## src/rtl/sequencer_avl_cmd_buffer_if.sv

```systemverilog
// Avalon-MM bus bundle for the sequencer command buffer: master drives the
// request, slave returns readdata/waitrequest.
interface sequencer_avl_cmd_buffer_if #(
    parameter int unsigned ADDR_W = 16,
    parameter int unsigned DATA_W = 32
) ();
    logic [ADDR_W-1:0] address;
    logic              write;
    logic [DATA_W-1:0] writedata;
    logic              read;
    logic [DATA_W-1:0] readdata;
    logic              waitrequest;

    modport master (
        output address, write, writedata, read,
        input  readdata, waitrequest
    );

    modport slave (
        input  address, write, writedata, read,
        output readdata, waitrequest
    );
endinterface

```

## src/rtl/sequencer_avl_cmd_buffer.sv

```systemverilog
// Posted-write buffer between the Nios data master and the PHY manager slave.
// Optional downstream waitrequest timeout enabled by SEQ_CMD_BUF_TIMEOUT_EN.
module sequencer_avl_cmd_buffer #(
    parameter int unsigned AVL_DATA_WIDTH  = 32,
    parameter int unsigned AVL_ADDR_WIDTH  = 16,
    parameter int unsigned FIFO_DEPTH_LOG2 = 2,
    parameter int unsigned TIMEOUT_CYCLES  = 1024
) (
    input  logic                         avl_clk,
    input  logic                         avl_reset_n,
    sequencer_avl_cmd_buffer_if.slave    s,
    sequencer_avl_cmd_buffer_if.master   m,
    output logic [FIFO_DEPTH_LOG2:0]     fifo_level,
    output logic                         idle,
    output logic                         timeout_err
);

    localparam int unsigned DEPTH = 1 << FIFO_DEPTH_LOG2;
    localparam int unsigned PTR_W = FIFO_DEPTH_LOG2 + 1;
    localparam int unsigned IDX_W = FIFO_DEPTH_LOG2;

    typedef struct packed {
        logic [AVL_ADDR_WIDTH-1:0] address;
        logic [AVL_DATA_WIDTH-1:0] writedata;
    } cmd_t;

    typedef enum logic [1:0] {M_IDLE, M_WRITE, M_READ, M_RDONE} state_t;

    if (TIMEOUT_CYCLES == 0) begin : g_bad_timeout
        $error("TIMEOUT_CYCLES must be non-zero");
    end

    state_t                    state;
    cmd_t                      fifo_mem [DEPTH];
    cmd_t                      head;
    logic [PTR_W-1:0]          wr_ptr;
    logic [PTR_W-1:0]          rd_ptr;
    logic [AVL_DATA_WIDTH-1:0] rd_q;
    logic                      full;
    logic                      empty;
    logic                      rd_busy;
    logic                      push;
    logic                      pop;
    logic                      tmo_hit;
    logic                      xfer_done;

    assign fifo_level = wr_ptr - rd_ptr;
    assign full       = (fifo_level == PTR_W'(DEPTH));
    assign empty      = (fifo_level == '0);
    assign rd_busy    = (state == M_READ) || (state == M_RDONE);
    assign head       = fifo_mem[rd_ptr[IDX_W-1:0]];

    // A write alongside a read is dropped; full comes from registered pointers.
    assign push      = s.write && !s.read && !full && !rd_busy;
    assign xfer_done = !m.waitrequest || tmo_hit;
    assign pop       = (state == M_WRITE) && xfer_done;

    assign s.waitrequest = s.read ? (state != M_RDONE)
                                  : (s.write && (full || rd_busy));
    assign s.readdata    = (state == M_RDONE) ? rd_q : '0;
    assign idle          = empty && (state == M_IDLE);

    // Write FIFO storage (no reset needed, pointers qualify the contents)
    always_ff @(posedge avl_clk) begin
        if (push) begin
            fifo_mem[wr_ptr[IDX_W-1:0]] <= cmd_t'{address: s.address, writedata: s.writedata};
        end
    end

    always_ff @(posedge avl_clk or negedge avl_reset_n) begin
        if (!avl_reset_n) begin
            wr_ptr <= '0;
            rd_ptr <= '0;
        end else begin
            if (push) wr_ptr <= wr_ptr + PTR_W'(1);
            if (pop)  rd_ptr <= rd_ptr + PTR_W'(1);
        end
    end

    // Downstream sequencer; every transaction returns through M_IDLE so the
    // strobes are low for at least one cycle between transactions.
    always_ff @(posedge avl_clk or negedge avl_reset_n) begin
        if (!avl_reset_n) begin
            state       <= M_IDLE;
            m.address   <= '0;
            m.writedata <= '0;
            m.write     <= 1'b0;
            m.read      <= 1'b0;
            rd_q        <= '0;
        end else begin
            case (state)
                M_IDLE: begin
                    if (!empty) begin
                        m.address   <= head.address;
                        m.writedata <= head.writedata;
                        m.write     <= 1'b1;
                        state       <= M_WRITE;
                    end else if (push) begin
                        // Bypass so a write into an empty buffer issues next cycle
                        m.address   <= s.address;
                        m.writedata <= s.writedata;
                        m.write     <= 1'b1;
                        state       <= M_WRITE;
                    end else if (s.read) begin
                        m.address <= s.address;
                        m.read    <= 1'b1;
                        state     <= M_READ;
                    end
                end
                M_WRITE: begin
                    if (xfer_done) begin
                        m.write <= 1'b0;
                        state   <= M_IDLE;
                    end
                end
                M_READ: begin
                    if (xfer_done) begin
                        rd_q   <= tmo_hit ? AVL_DATA_WIDTH'(32'hDEAD_BEEF) : m.readdata;
                        m.read <= 1'b0;
                        state  <= M_RDONE;
                    end
                end
                M_RDONE: state <= M_IDLE;
                default: state <= M_IDLE;
            endcase
        end
    end

`ifdef SEQ_CMD_BUF_TIMEOUT_EN
    localparam int unsigned TMO_W = $clog2(TIMEOUT_CYCLES + 1);

    logic [TMO_W-1:0] tmo_cnt;

    assign tmo_hit = (m.write || m.read) && m.waitrequest
                     && (tmo_cnt == TMO_W'(TIMEOUT_CYCLES - 1));

    // Stall counter, cleared in M_IDLE so each transaction starts fresh
    always_ff @(posedge avl_clk or negedge avl_reset_n) begin
        if (!avl_reset_n) begin
            tmo_cnt     <= '0;
            timeout_err <= 1'b0;
        end else begin
            if (state == M_IDLE) begin
                tmo_cnt <= '0;
            end else if ((m.write || m.read) && m.waitrequest) begin
                tmo_cnt <= tmo_cnt + TMO_W'(1);
            end
            if (tmo_hit) timeout_err <= 1'b1;
        end
    end
`else
    assign tmo_hit     = 1'b0;
    assign timeout_err = 1'b0;
`endif

    always @(posedge avl_clk) begin
        if (avl_reset_n) begin
            assert (!(s.write && s.read))
                else $error("s_write and s_read both high: write dropped");
        end
    end

endmodule

```

## src/flat_wrapper.sv

```systemverilog
// flat-port wrapper written by rule: the top's interface ports become plain ports
module sequencer_avl_cmd_buffer_flat 
#(
    parameter int unsigned AVL_DATA_WIDTH  = 32,
    parameter int unsigned AVL_ADDR_WIDTH  = 16,
    parameter int unsigned FIFO_DEPTH_LOG2 = 2,
    parameter int unsigned TIMEOUT_CYCLES  = 1024
)
  (avl_clk, avl_reset_n, fifo_level, idle, timeout_err, s_address, s_write, s_writedata, s_read, s_readdata, s_waitrequest, m_address, m_write, m_writedata, m_read, m_readdata, m_waitrequest);
  sequencer_avl_cmd_buffer_if #(.ADDR_W((16)), .DATA_W((32))) s_i ();
  sequencer_avl_cmd_buffer_if #(.ADDR_W((16)), .DATA_W((32))) m_i ();
  input  logic avl_clk;
  input  logic avl_reset_n;
  output logic [FIFO_DEPTH_LOG2:0] fifo_level;
  output logic idle;
  output logic timeout_err;
  input wire logic [$bits(s_i.address)-1:0] s_address;
  input wire logic [$bits(s_i.write)-1:0] s_write;
  input wire logic [$bits(s_i.writedata)-1:0] s_writedata;
  input wire logic [$bits(s_i.read)-1:0] s_read;
  output wire logic [$bits(s_i.readdata)-1:0] s_readdata;
  output wire logic [$bits(s_i.waitrequest)-1:0] s_waitrequest;
  output wire logic [$bits(m_i.address)-1:0] m_address;
  output wire logic [$bits(m_i.write)-1:0] m_write;
  output wire logic [$bits(m_i.writedata)-1:0] m_writedata;
  output wire logic [$bits(m_i.read)-1:0] m_read;
  input wire logic [$bits(m_i.readdata)-1:0] m_readdata;
  input wire logic [$bits(m_i.waitrequest)-1:0] m_waitrequest;
  assign s_i.address = s_address;
  assign s_i.write = s_write;
  assign s_i.writedata = s_writedata;
  assign s_i.read = s_read;
  assign s_readdata = s_i.readdata;
  assign s_waitrequest = s_i.waitrequest;
  assign m_address = m_i.address;
  assign m_write = m_i.write;
  assign m_writedata = m_i.writedata;
  assign m_read = m_i.read;
  assign m_i.readdata = m_readdata;
  assign m_i.waitrequest = m_waitrequest;
  sequencer_avl_cmd_buffer #(.AVL_DATA_WIDTH(AVL_DATA_WIDTH), .AVL_ADDR_WIDTH(AVL_ADDR_WIDTH), .FIFO_DEPTH_LOG2(FIFO_DEPTH_LOG2), .TIMEOUT_CYCLES(TIMEOUT_CYCLES)) u_core (.avl_clk(avl_clk), .avl_reset_n(avl_reset_n), .s(s_i), .m(m_i), .fifo_level(fifo_level), .idle(idle), .timeout_err(timeout_err));
endmodule
```

## config.mk

```make
export PLATFORM = sky130hd
export DESIGN_NAME = sequencer_avl_cmd_buffer_flat
export DESIGN_NICKNAME = d
export VERILOG_FILES = /design/src/rtl/sequencer_avl_cmd_buffer_if.sv /design/src/rtl/sequencer_avl_cmd_buffer.sv /design/src/flat_wrapper.sv
export SDC_FILE = /design/constraint.sdc
export NUM_CORES = 1
export LEC_CHECK = 0
export ABC_AREA = 1
export CORE_ASPECT_RATIO = 0.5
export CORE_MARGIN = 2
export CORE_UTILIZATION = 50
export CTS_BUF_LIST = sky130_fd_sc_hd__clkbuf_2 sky130_fd_sc_hd__clkbuf_4 sky130_fd_sc_hd__clkbuf_8
export CTS_CLUSTER_SIZE = 30
export DETAILED_ROUTE_END_ITERATION = 10
export GPL_TIMING_DRIVEN = 1
export PLACE_DENSITY = 0.75
export SYNTH_ARGS = -nofsm -noshare
export SYNTH_HDL_FRONTEND = slang
export SYNTH_SLANG_ARGS = --single-unit
```

## constraint.sdc

```tcl
create_clock -name avl_clk -period 4.7 [get_ports avl_clk]
set_input_delay 0.705 -clock avl_clk [delete_from_list [all_inputs] [get_ports avl_clk]]
set_output_delay 0.705 -clock avl_clk [all_outputs]
set_load 0.01 [all_outputs]
```

Word level (Yosys, flattened, before mapping)
Memory sizes are Yosys's and may differ from the RTL's.
Index checks and enable logic that the tools add are counted.
{"block": "totals", "out_inout_bits": 88, "input_bits": 85, "latch_bits": 0, "mem_count": 1, "register_bits": 90, "romBits": 0, "ram_bits": 192}
{"block": "op_classes", "eq_ne": 14, "n_lt_le_gt_ge": 0, "shift": 0, "n_mul": 0, "reduce_logical": 22, "n_addsub": 3, "bitwise_logic": 1, "div_mod_pow": 0, "mux": 23}
{"memory": "u_core.fifo_mem", "depth": 4, "word_bits": 48, "rd": 1, "rd_ports_with_merged_regs": 0, "wr": 1, "line": "sequencer_avl_cmd_buffer.sv:34", "source": "cmd_t fifo_mem [DEPTH];"}
{"operator": "32-bit two-way mux", "n": 3}
{"operator": "16-bit two-way mux", "n": 3}
{"operator": "2-bit inequality test (second input constant)", "n": 6}
{"operator": "2-bit two-way mux", "n": 5}
{"operator": "1-bit two-way mux", "n": 9}
{"operator": "2-bit one-hot mux with 4 select lines", "n": 1}
{"operator": "3-bit by 1-bit adder with 3-bit output (second input constant)", "n": 2}
{"operator": "1-bit logical AND", "n": 6}
{"operator": "3-bit inequality test (second input constant)", "n": 2}
{"operator": "2-bit AND reduction", "n": 3}
{"operator": "3-bit AND reduction", "n": 2}
{"operator": "5-bit AND reduction", "n": 1}
{"operator": "2-bit == test (second input constant)", "n": 2}
{"operator": "1-bit logical NOT", "n": 4}
{"operator": "4-bit inequality test (second input constant)", "n": 1}
{"operator": "1-bit one-hot mux with 2 select lines", "n": 2}
{"operator": "2-bit nonzero test", "n": 2}
{"operator": "3-bit == test (second input constant)", "n": 1}
{"operator": "3-bit logical NOT", "n": 1}
{"operator": "3-bit subtractor", "n": 1}
{"operator": "2-bit by 1-bit == test with 1-bit output (second input constant)", "n": 1}
{"operator": "2-bit logical NOT", "n": 1}
{"operator": "1-bit logical OR", "n": 2}
{"operator": "2-bit by 1-bit inequality test with 1-bit output (second input constant)", "n": 1}
{"operator": "1-bit inverter", "n": 1}

Logic depth before layout (Yosys ltp)
{"block": "logic_depth", "ltp_word": 8, "mapped_depth": 15}

Worst setup path after synthesis
No wires, ideal clock.
{"block": "synth_path", "kind": "flip-flop to flip-flop", "from": "register u_core.wr_ptr[0]", "to": "memory u_core.fifo_mem[0][0] in the netlist's numbering (enable)", "required_ns": 4.246, "arrival_time_ns": 3.674, "stages_incl_launch_ff": 13, "setup_slack_ns": 0.572, "setup_time_ns": 0.454, "path_cell_list": "dfrtp_1 inv_1 ha_1 fa_1 inv_1 nand2_1 nand2_1 nand2_1 nand2_2 o21ai_1 inv_1 nand2_1 nor2_1"}
{"block": "synth_via", "elab_chain_cells": 7}
{"element": "start, declared", "line": "sequencer_avl_cmd_buffer.sv:36", "source": "logic [PTR_W-1:0] wr_ptr;"}
{"element": "start signal, assigned", "line": "sequencer_avl_cmd_buffer.sv:75", "source": "if (push) wr_ptr <= wr_ptr + PTR_W'(1);"}
{"element": "3-bit subtractor", "line": "sequencer_avl_cmd_buffer.sv:47", "source": "assign fifo_level = wr_ptr - rd_ptr;"}
{"element": "3-bit == test", "line": "sequencer_avl_cmd_buffer.sv:48", "source": "assign full = (fifo_level == PTR_W'(DEPTH));"}
{"element": "1-bit logical NOT", "line": "sequencer_avl_cmd_buffer.sv:54", "source": "assign push = s.write && !s.read && !full && !rd_busy;"}
{"element": "1-bit logical AND (2 in series)", "line": "sequencer_avl_cmd_buffer.sv:54"}
{"element": "1-bit two-way mux", "line": "sequencer_avl_cmd_buffer.sv:65", "source": "if (push) begin"}
{"element": "1-bit two-way mux (not written as such)", "line": "sequencer_avl_cmd_buffer.sv:66", "source": "fifo_mem[wr_ptr[IDX_W-1:0]] <= cmd_t'{address: s.address, writedata: s.writedata};"}
{"element": "end, declared", "line": "sequencer_avl_cmd_buffer.sv:34"}
Several ways; a longest one is shown, not always the timed one.

Worst setup path in the final report
{"block": "layout_path", "from": "register u_core.wr_ptr[0]", "to": "output fifo_level[2]"}
{"block": "layout_via", "elab_chain_cells": 1}
{"element": "3-bit subtractor", "line": "sequencer_avl_cmd_buffer.sv:47"}
{"element": "end, declared", "line": "flat_wrapper.sv:14", "source": "output logic [FIFO_DEPTH_LOG2:0] fifo_level;"}
Every way passes these cells.

==> impl_metrics.yaml <==
run_status:
  status: "completed"
drt:
  top_layer: "met4"
  dr_total_vias: 8478
  routed_via_density: 5.309
  drtIter0Drc: 737
  routed_wl_um: 28090
  met1_length_um: 11840
  dr.pass1.iters: 5
  dr_wl_met3_um: 2117
  route.met2.wl_um: 13720
  ant_nets: 0
  wl_per_cell_um: 17.59
  drc: 0
floorplan:
  dieWidth_um: 219.5
  coreArea_um2: 22790
  rows: 39
  start_util_pct: 50.95
  die_area_um2: 24530
  ios: 173
  die_h_um: 111.8
global_routing:
  grt-ovfl-total: 0
  grt_pass1_vias: 8587
  grt_use_total_pct: 23.35
  grt_max_degree: 77
  antenna_found_initial: 0
  grt_first_pass_wirelength_um: 44930
timing:
  maxSlewViolCount: 0
  final.setup.tns_ns: 0
  setup_violations: 0
  relSlewSlack_pct: 24.60
  tightest_slew_ns: 1.128
  rsz0062_at_grt: "false"
  min_period_ns: 3.895
  fin_skew_ns: 0.02784
  fin_crit_sh_pct: 82.87
  hold_violations: 0
  fmax_mhz: 256.8
clock_tree:
  cts_root_buf: "clkbuf_8"
  path_clk_slew_ns: 0.06
  cts_tree: "yes"
  cts_buffer_depth: 3
  cts-resized-gates: 0
  post_cts_buffers: 0
  clock_latency_ns: 0.53
  hold_buffers: 0
  htreeDepth: 2
  cts_made_buffers: 41
  cts.sinks: 282
finish:
  fin_nets: 1349
  syn_to_final_growth_pct: 24.24
  finish.instance_area_um2: 14430
  drive_above_1_share_pct: 7.829
  antennaDiodeCount: 0
synth:
  yosys_warnings: 0
  synth.mux.area_fraction_pct: 0
  synth_seq_cells: 282
  synthFlopType: "edfxtp_1"
  synth_simple_gate_area_share_pct: 16.76
  synth.distinct_cells: 25
  async_flop_share_pct: 31.91
  syn_nets: 1187
  yosys.area.top_type: "edfxtp_1"
  seq_area_frac_synth_pct: 69.05
  synth_fa_ha_area_share_pct: 0.8190
  synth_top_cells_by_area: "edfxtp_1, dfrtp_1, nand2_1, nor2_1, o21ai_0"
  synth_cells: 1095
  synth_edf_count: 192
  synth_top_area_share_pct: 49.66
  syn_area_um2: 11610
  synth_top_family_by_area: "simple AND/OR/NAND/NOR gates"
  synth_compound_area_share_pct: 8.545
  synthXorXnorAreaFrac_pct: 0.2263
  avgSynthCellArea_um2: 10.60
setup_path:
  critPathKind: "reg2out"
  required_ns: 3.99
  critPathLaunchType: "flop"
  cp.arrival_ns: 3.19
  cp-end-kind: "output port"
  path_max_fanout: 51
power_and_ir_drop:
  pwr-share-clk_pct: 20.1
  p_sw_mw: 4.000
  combPwrFrac_pct: 44.6
  internal-power_mw: 5.878
  power_mw: 9.878
  seq_power_share_pct: 35.3
  p_leak_nw: 5.871
  power_density_nw_per_um2: 684.8
  irDropWorstVdd_v: 0.0004548
  p_sw_share_pct: 40.49
placement:
  place_hpwl_um: 16490
  dpl_cell_area_um2: 13580
  routabilityCongestion: 0.8187
  port_buffers: 171
job:
  cap_violations: 0
worst_hold_path:
  hold_path_class: "in2async"
## synthesized netlist by cell type (2+ instances only)
cell type,number
a21oi_1,32
buf_1,4
buf_2,22
buf_4,5
buf_6,2
clkbuf_1,34
dfrtp_1,90
edfxtp_1,192
ha_1,6
inv_1,52
inv_2,6
nand2_1,253
nand2_2,3
nand3_1,69
nor2_1,167
o21ai_0,89
o21ai_1,13
o22ai_1,48
xor2_1,2
## cell usage in the layout (no fill, tap or decap), drive strengths merged
cell           count
xor2               2
conb               1
clkinvlp           1
clkinv            14
edfxtp           192
ha                 6
bufinv             1
inv               57
xnor2              1
dfrtp             90
o211ai             1
nor2             167
o2111ai            1
fa                 1
clkdlybuf4s50    170
nand2            256
o22ai             48
o21ai            102
a21oi             32
nand3             69
clkbuf            61
nor3               1
buf               16
## power groups by stage
stage	Combinational, mW	Clock, mW	Sequential [mW]
4_1_cts	4.43	2.03	3.49
2_1_floorplan	2.71	0	3.59
3_3_place_gp	4.27	0	3.52
5_1_grt	4.92	2.14	3.54
6_report	4.40	1.99	3.49
3_5_place_dp	4.41	0	3.53
## cell families after synthesis
kind of cell,after synthesis
AND/OR/NAND/NOR,493
flip-flops,282
AO/OA/AOI/OAI,184
buffers and inverters,125
adder cells (fa/ha/maj),7
XOR/XNOR,3
other,1
## worst max-delay path, cell delays in order, from the launching register on
cell and delay [ns]:
dfrtp_1 0.40, inv_1 0.11, ha_1 0.22, fa_1 0.39
inv_1 0.08, nand2_1 0.07, nand2_1 0.08, nand2_1 0.06
nand2_2 0.09, buf_4 0.55, inv_1 0.09, clkdlybuf4s50_1 0.50
## cell type report
class	instances	area [um2]
sequential	282	8023
clock inverter	15	91.34
multi-input combinational	688	3098
fill	1758	8363
timing repair buffer	186	1859
clock buffer	61	752.0
inverter	58	217.7
tap	307	384.1
## flip-flops by register name, indices dropped and copies added, names as in the netlist
| signal | flops |
|---|---|
| u_core.m.writedata | 32 |
| u_core.m.address | 16 |
| u_core.rd_ptr | 3 |
| u_core.fifo_mem | 192 |
| u_core.m.read | 1 |
| u_core.wr_ptr | 3 |
| u_core.state | 2 |
| u_core.m.write | 1 |
| u_core.rd_q | 32 |
## routing by layer
metal / global-route usage (%) / vias to the layer above
li1: - / 4034
met1: 32.31 / 4101
met2: 37.71 / 311
met3: 5.164 / 32
met4: 6.306 / 0
met5: 0 / -
## per-stage QoR
step | std cells | setup WS [ns] | util (%) | hold slack [ns]
after floorplan | 1095 | 0.5721 | - | 0.4094
after global placement | 1521 | 1.474 | 59.60 | 0.4630
after detailed placement | 1521 | 1.303 | 59.60 | 0.4635
after CTS | 1597 | 0.7881 | 63.30 | 0.2534
after global routing | 1597 | 0.6650 | 63.30 | 0.2884
final | 1597 | 0.8053 | 63.30 | 0.2459
## worst paths after layout
kind                                             start                endpoint  slack (ns)  cells past startpoint
worst max-delay path                  u_core.wr_ptr[0]           fifo_level[2]        0.81                     11
min in group avl_clk            u_core.m.writedata[23]  u_core.m.writedata[23]        0.48                      2
max in group asynchronous                  avl_reset_n         u_core.rd_q[23]        3.43                      2
worst min-delay path                       avl_reset_n    u_core.m.address[10]        0.25                      1
worst max register to register        u_core.wr_ptr[0]  u_core.m.writedata[10]        1.21                     14
worst min register to register  u_core.m.writedata[23]  u_core.m.writedata[23]        0.48                      2
Note: power is estimated with default switching activity, not from simulation.
